File: src/rtl/rv_pipe_pkg.sv
// rv_pipe_pkg: shared constants and types for the RV32 pipeline front end
package rv_pipe_pkg;
  localparam int XLEN_DEFAULT = 32;
  localparam logic [31:0] NOP_INSTR = 32'h0000_0013;
  typedef enum logic [1:0] {F_REQ, F_WAIT, F_HOLD, F_DROP} fetch_state_e;
endpackage

File: src/rtl/if_id_reg.sv
// if_id_reg: IF/ID pipeline register with flush > hold > load > bubble priority
module if_id_reg
  import rv_pipe_pkg::*;
#(
  parameter int XLEN = XLEN_DEFAULT
) (
  input  logic            clk,
  input  logic            rst,
  input  logic            flush_i,
  input  logic            hold_i,
  input  logic            load_i,
  input  logic [31:0]     instr_i,
  input  logic [XLEN-1:0] pc_i,
  output logic [31:0]     instr_o,
  output logic [XLEN-1:0] pc_o,
  output logic [XLEN-1:0] pc_plus4_o,
  output logic            valid_o
);
  logic [31:0]     instr_q;
  logic [XLEN-1:0] pc_q;
  logic [XLEN-1:0] pc_plus4_q;
  logic            valid_q;
  // flush and bubble leave the PC fields alone; only a real load moves them
  always_ff @(posedge clk or posedge rst) begin
    if (rst) begin
      instr_q    <= NOP_INSTR;
      pc_q       <= '0;
      pc_plus4_q <= XLEN'(4);
      valid_q    <= 1'b0;
    end else if (flush_i) begin
      instr_q <= NOP_INSTR;
      valid_q <= 1'b0;
    end else if (!hold_i) begin
      instr_q <= load_i ? instr_i : NOP_INSTR;
      valid_q <= load_i;
      if (load_i) begin
        pc_q       <= pc_i;
        pc_plus4_q <= pc_i + XLEN'(4);
      end
    end
  end
  assign instr_o    = instr_q;
  assign pc_o       = pc_q;
  assign pc_plus4_o = pc_plus4_q;
  assign valid_o    = valid_q;
endmodule

File: src/rtl/fetch_stage.sv
// fetch_stage: PC, single-outstanding imem fetch FSM, hold buffer and IF/ID register
module fetch_stage
  import rv_pipe_pkg::*;
#(
  parameter int              XLEN     = XLEN_DEFAULT,
  parameter logic [XLEN-1:0] RESET_PC = '0
) (
  input  logic            clk,
  input  logic            rst,
  input  logic            PCWrite,
  input  logic            Write_IFID,
  input  logic            PCSrcE,
  input  logic [XLEN-1:0] PCTargetE,
  output logic            imem_req_valid,
  output logic [XLEN-1:0] imem_req_addr,
  input  logic            imem_req_ready,
  input  logic            imem_rsp_valid,
  input  logic [31:0]     imem_rsp_data,
  output logic [31:0]     instr_IFID,
  output logic [XLEN-1:0] pc_IFID,
  output logic [XLEN-1:0] pc_plus4_IFID,
  output logic            valid_IFID
);
  fetch_state_e    state_q, state_d;
  logic [XLEN-1:0] pc_q, pc_d;
  logic [31:0]     buf_q, buf_d;
  logic            ld;
  logic [31:0]     ld_instr;
  logic            advance, hs;
  logic [XLEN-1:0] pc_next;
  assign advance        = PCWrite & Write_IFID;
  assign imem_req_valid = (state_q == F_REQ) & ~rst;
  assign imem_req_addr  = pc_q;
  assign hs             = imem_req_valid & imem_req_ready;
  assign pc_next        = pc_q + XLEN'(4);
  // next state, PC and hold buffer; a redirect always wins over a stall
  always_comb begin
    state_d  = state_q;
    pc_d     = pc_q;
    buf_d    = buf_q;
    ld       = 1'b0;
    ld_instr = imem_rsp_data;
    unique case (state_q)
      F_REQ: begin
        if (PCSrcE) begin
          pc_d    = PCTargetE;
          state_d = hs ? F_DROP : F_REQ;
        end else if (hs) begin
          state_d = F_WAIT;
        end
      end
      F_WAIT: begin
        if (imem_rsp_valid) begin
          if (PCSrcE) begin
            pc_d    = PCTargetE;
            state_d = F_REQ;
          end else if (advance) begin
            ld      = 1'b1;
            pc_d    = pc_next;
            state_d = F_REQ;
          end else begin
            buf_d   = imem_rsp_data;
            state_d = F_HOLD;
          end
        end else if (PCSrcE) begin
          pc_d    = PCTargetE;
          state_d = F_DROP;
        end
      end
      F_HOLD: begin
        ld_instr = buf_q;
        if (PCSrcE) begin
          pc_d    = PCTargetE;
          state_d = F_REQ;
        end else if (advance) begin
          ld      = 1'b1;
          pc_d    = pc_next;
          state_d = F_REQ;
        end
      end
      F_DROP: begin
        pc_d    = PCSrcE ? PCTargetE : pc_q;
        state_d = imem_rsp_valid ? F_REQ : F_DROP;
      end
      default: state_d = F_REQ;
    endcase
  end
  // fetch FSM, PC and hold buffer registers
  always_ff @(posedge clk or posedge rst) begin
    if (rst) begin
      state_q <= F_REQ;
      pc_q    <= RESET_PC;
      buf_q   <= NOP_INSTR;
    end else begin
      state_q <= state_d;
      pc_q    <= pc_d;
      buf_q   <= buf_d;
    end
  end
  if_id_reg #(.XLEN(XLEN)) u_if_id (
    .clk       (clk),
    .rst       (rst),
    .flush_i   (PCSrcE),
    .hold_i    (~Write_IFID),
    .load_i    (ld),
    .instr_i   (ld_instr),
    .pc_i      (pc_q),
    .instr_o   (instr_IFID),
    .pc_o      (pc_IFID),
    .pc_plus4_o(pc_plus4_IFID),
    .valid_o   (valid_IFID)
  );
endmodule

File: config.mk
export PLATFORM = sky130hd
export DESIGN_NAME = fetch_stage
export DESIGN_NICKNAME = d
export VERILOG_FILES = /design/src/rtl/rv_pipe_pkg.sv /design/src/rtl/if_id_reg.sv /design/src/rtl/fetch_stage.sv
export SDC_FILE = /design/constraint.sdc
export NUM_CORES = 1
export LEC_CHECK = 0
export CAP_MARGIN = 5
export CORE_AREA = 2 2 128 130
export DETAILED_ROUTE_END_ITERATION = 7
export DIE_AREA = 0 0 130 132
export DONT_BUFFER_PORTS = 1
export GPL_TIMING_DRIVEN = 1
export PLACE_DENSITY = 0.65
export SYNTH_ARGS = -nofsm -noshare
export SYNTH_HDL_FRONTEND = slang
export SYNTH_HIERARCHICAL = 1
export SYNTH_SLANG_ARGS = --single-unit
File: constraint.sdc
create_clock -name clk -period 8.1 [get_ports clk]
set_clock_uncertainty 0.1 [all_clocks]
set_input_delay 1.215 -clock clk [delete_from_list [all_inputs] [get_ports clk]]
set_output_delay 1.215 -clock clk [all_outputs]
set_load 0.02 [all_outputs]
==> flow_summary.toml <==
[outcome]
outcome = "finished, final reports clean"

[placement]
place.port_buffers = 0
place_ws_ns = 4.756
post-dp-hpwl_mm = 14.86
gp_congestion = 0.8868
place_inst = 963
placed_area_mm2 = 0.008098

[yosys]
synth_ff_type = "dfrtp_1"
synth.avg_cell_area_um2 = 10.16
yosysSeqAreaShare = 0.5084
yosysWarnings = 6
netlist_top_cells_count = "155 x nand2_1, 154 x dfrtp_1, 67 x mux2_2"
syn_area_mm2 = 0.007941
yosysUniqueCellTypes = 60
yosys-top-cells-area = "dfrtp_1 49%, mux2_2 9.5%, nand2_1 7.3%, a22o_1 3.2%, dfstp_2 2.3%"
yosys.cell_count.top_type = "nand2_1"
postSynth.asyncResetShare = 1.000
muxShareOfSynthArea = 0.1092
synth_compound_area_frac = 0.1256
synthXorXnorAreaFrac = 0.02867
synth_seq_cells = 161
yosysTopAreaCell = "dfrtp_1"
synthCells = 782
synth_top_area_share = 0.4853
synth.net_count = 860
synth_edf_count = 0
synth-adder-area-share = 0.01103
synth_simple_gate_area_frac = 0.1861
synth_top_family_by_area = "simple AND/OR/NAND/NOR gates"

[global_routing]
grt_first_pass_wirelength_mm = 33.75
grt_use_met3 = 0.08117
antenna_found_initial = 0
grt_pass1_vias = 6070
use_met2 = 0.3927
grtUsageMet1 = 0.3443
grt_max_degree = 97
grt.total_usage = 0.2540
overflow = 0
grt-busiest-layer = "met2"

[drt]
routed_wl_mm = 21.63
drc_errors = 0
routed_via_density = 6.232
ant_nets = 0
first_iter_violations = 792
drt_pre_antenna_iters = 5
wire_per_inst_um = 21.80
vias = 6182

[critical_path]
crit_start = "imem_req_addr[11]$_DFF_PP0_"
cp.required_ns = 8.27
worstRegToRegCells = 5
critical_path_peak_fanout = 11
start_kind = "register"
r2r_setup_slack_ns = 5.00
r2r_start = "imem_req_addr[11]$_DFF_PP0_"
cp-end-kind = "register"
cp.arrival_ns = 3.27
crit_type = "register to register"
crit_path_end = "imem_req_addr[26]$_DFF_PP0_"
r2r_end = "imem_req_addr[26]$_DFF_PP0_"

[sta]
fin_ws_ns = 4.998
fin_crit_sh = 0.3830
relSlewSlack = 0.2734
finalCriticalPeriod_ns = 3.102
setup_viol = 0
final_max_slew_viol_count = 0
max_freq_mhz = 322.3
worst_pin_slew_ns = 1.090
hold_viol = 0
grt_setup_unrepaired = "false"
finalSetupTns_ns = 0

[floorplanning]
initial_core_util = 0.5054
die-height_um = 132
ios = 201
die-area_mm2 = 0.01716
rows = 46
core_mm2 = 0.01571
fp.dieW_um = 130

[clock_tree]
clock-sinks = 161
cts.hold.buffers_added = 0
ctsHtreeMaxLevel = 4
post_cts_buffers = 0
cts_made_buffers = 17
clk_pin_slew_worst_paths_ns = 0.06
cts_resized = 0
clk_latency_ns = 0.42
clk_path_buf_depth = 2
cts_tree = "done"
cts_root_buffer = "clkbuf_16"

[layout]
drive_gt1_frac = 0.1753
syn_to_final_growth_pct = 9.107
multi_input_area_mm2 = 0.003667
stdcell_count = 992
fillers = 1426
final_core_util = 0.5514
final_area_mm2 = 0.008665
n_antenna_cell = 0
regArea_mm2 = 0.004038
fin_nets = 844

[job]
drv_cap = 0

[power_and_ir_drop]
p_leak_nw = 3.779
p_per_area_mw_per_mm2 = 383.9
max-vdd-ir-drop_v = 0.0002058

[worst_hold_path]
timing.hold.worst.class = "register to register"
-- worst max-delay path: stages, from the launching register on --
cell,delay (ns)
dfrtp_1,0.75
nand3_1,0.41
nor4_2,0.93
nand3_1,0.36
o31ai_1,0.29
o41ai_1,0.12
-- metrics by stage --
step	hold slack, ns	power [mW]
after floorplan	0.3736	2.230
after global placement	0.3820	2.491
after detailed placement	0.3912	2.542
after CTS	0.4052	3.329
after global routing	0.4212	3.515
final	0.3987	3.326
-- flip-flops by register name, indices dropped and copies added (netlist names) --
signal	count
u_if_id/valid_o	1
imem_req_addr	32
u_if_id/pc_o	32
u_if_id/instr_o	32
u_if_id/pc_plus4_o	30
state_q	2
buf_q	32
-- placed cells by master (no fill, tap or decap), types with 12 or more instances in the layout --
cell,synthesis,routed
o21ai_1,30,30
inv_1,14,12
mux2_2,67,67
xor2_1,21,21
o21ai_0,23,23
dfrtp_1,154,154
nand3_1,28,28
nand4_1,23,23
a22o_1,29,29
nand2_1,155,155
clkbuf_16,0,17
nor2_1,44,44
a21oi_1,19,19
nor3_1,12,12
-- cell families (layout without fill, tap and decap cells) --
kind of cell             Yosys count  count (layout)
AO/OA/AOI/OAI                    148             148
XOR/XNOR                          26              26
adder cells (fa/ha/maj)            7               7
buffers and inverters             58              52
flip-flops                       161             161
multiplexers                      78              78
AND/OR/NAND/NOR                  304             304
-- where the power goes --
part | leakage (nW) | internal [mW] | switching, mW | total (mW)
combinational | 1.40 | 0.366 | 0.464 | 0.829
sequential | 2.11 | 1.07 | 0.643 | 1.72
clock | 0.270 | 0.465 | 0.316 | 0.781
total | 3.78 | 1.90 | 1.42 | 3.33
-- per-layer routing --
layer / part of all wire / up-vias
met5: 0 / -
met3: 0.098 / 32
met4: 0.015 / 0
li1: - / 2772
met2: 0.47 / 300
met1: 0.42 / 3078
-- how the worst min path moves through the flow --
stage                                startpoint                    end  slack (ns)  cells past startpoint
after floorplan            buf_q[3]$_DFFE_PP0P_   buf_q[3]$_DFFE_PP0P_        0.37                      1
after global placement    buf_q[27]$_DFFE_PP0P_  buf_q[27]$_DFFE_PP0P_        0.38                      1
after detailed placement   buf_q[9]$_DFFE_PP0P_   buf_q[9]$_DFFE_PP0P_        0.39                      1
after CTS                  buf_q[8]$_DFFE_PP0P_   buf_q[8]$_DFFE_PP0P_        0.41                      1
after global routing       buf_q[9]$_DFFE_PP0P_   buf_q[9]$_DFFE_PP0P_        0.42                      1
final                      buf_q[8]$_DFFE_PP0P_   buf_q[8]$_DFFE_PP0P_        0.40                      1
-- layout make-up --
type / instances / share of cell area
clock buffers: 20 / 0.05271
clock inverters: 9 / 0.01271
inverters: 14 / 0.006354
multi-input cells: 563 / 0.4232
flip-flops and latches: 161 / 0.4660
well taps: 216 / 0.03119
repair buffers: 9 / 0.007798
(Power assumes the default switching activity.)
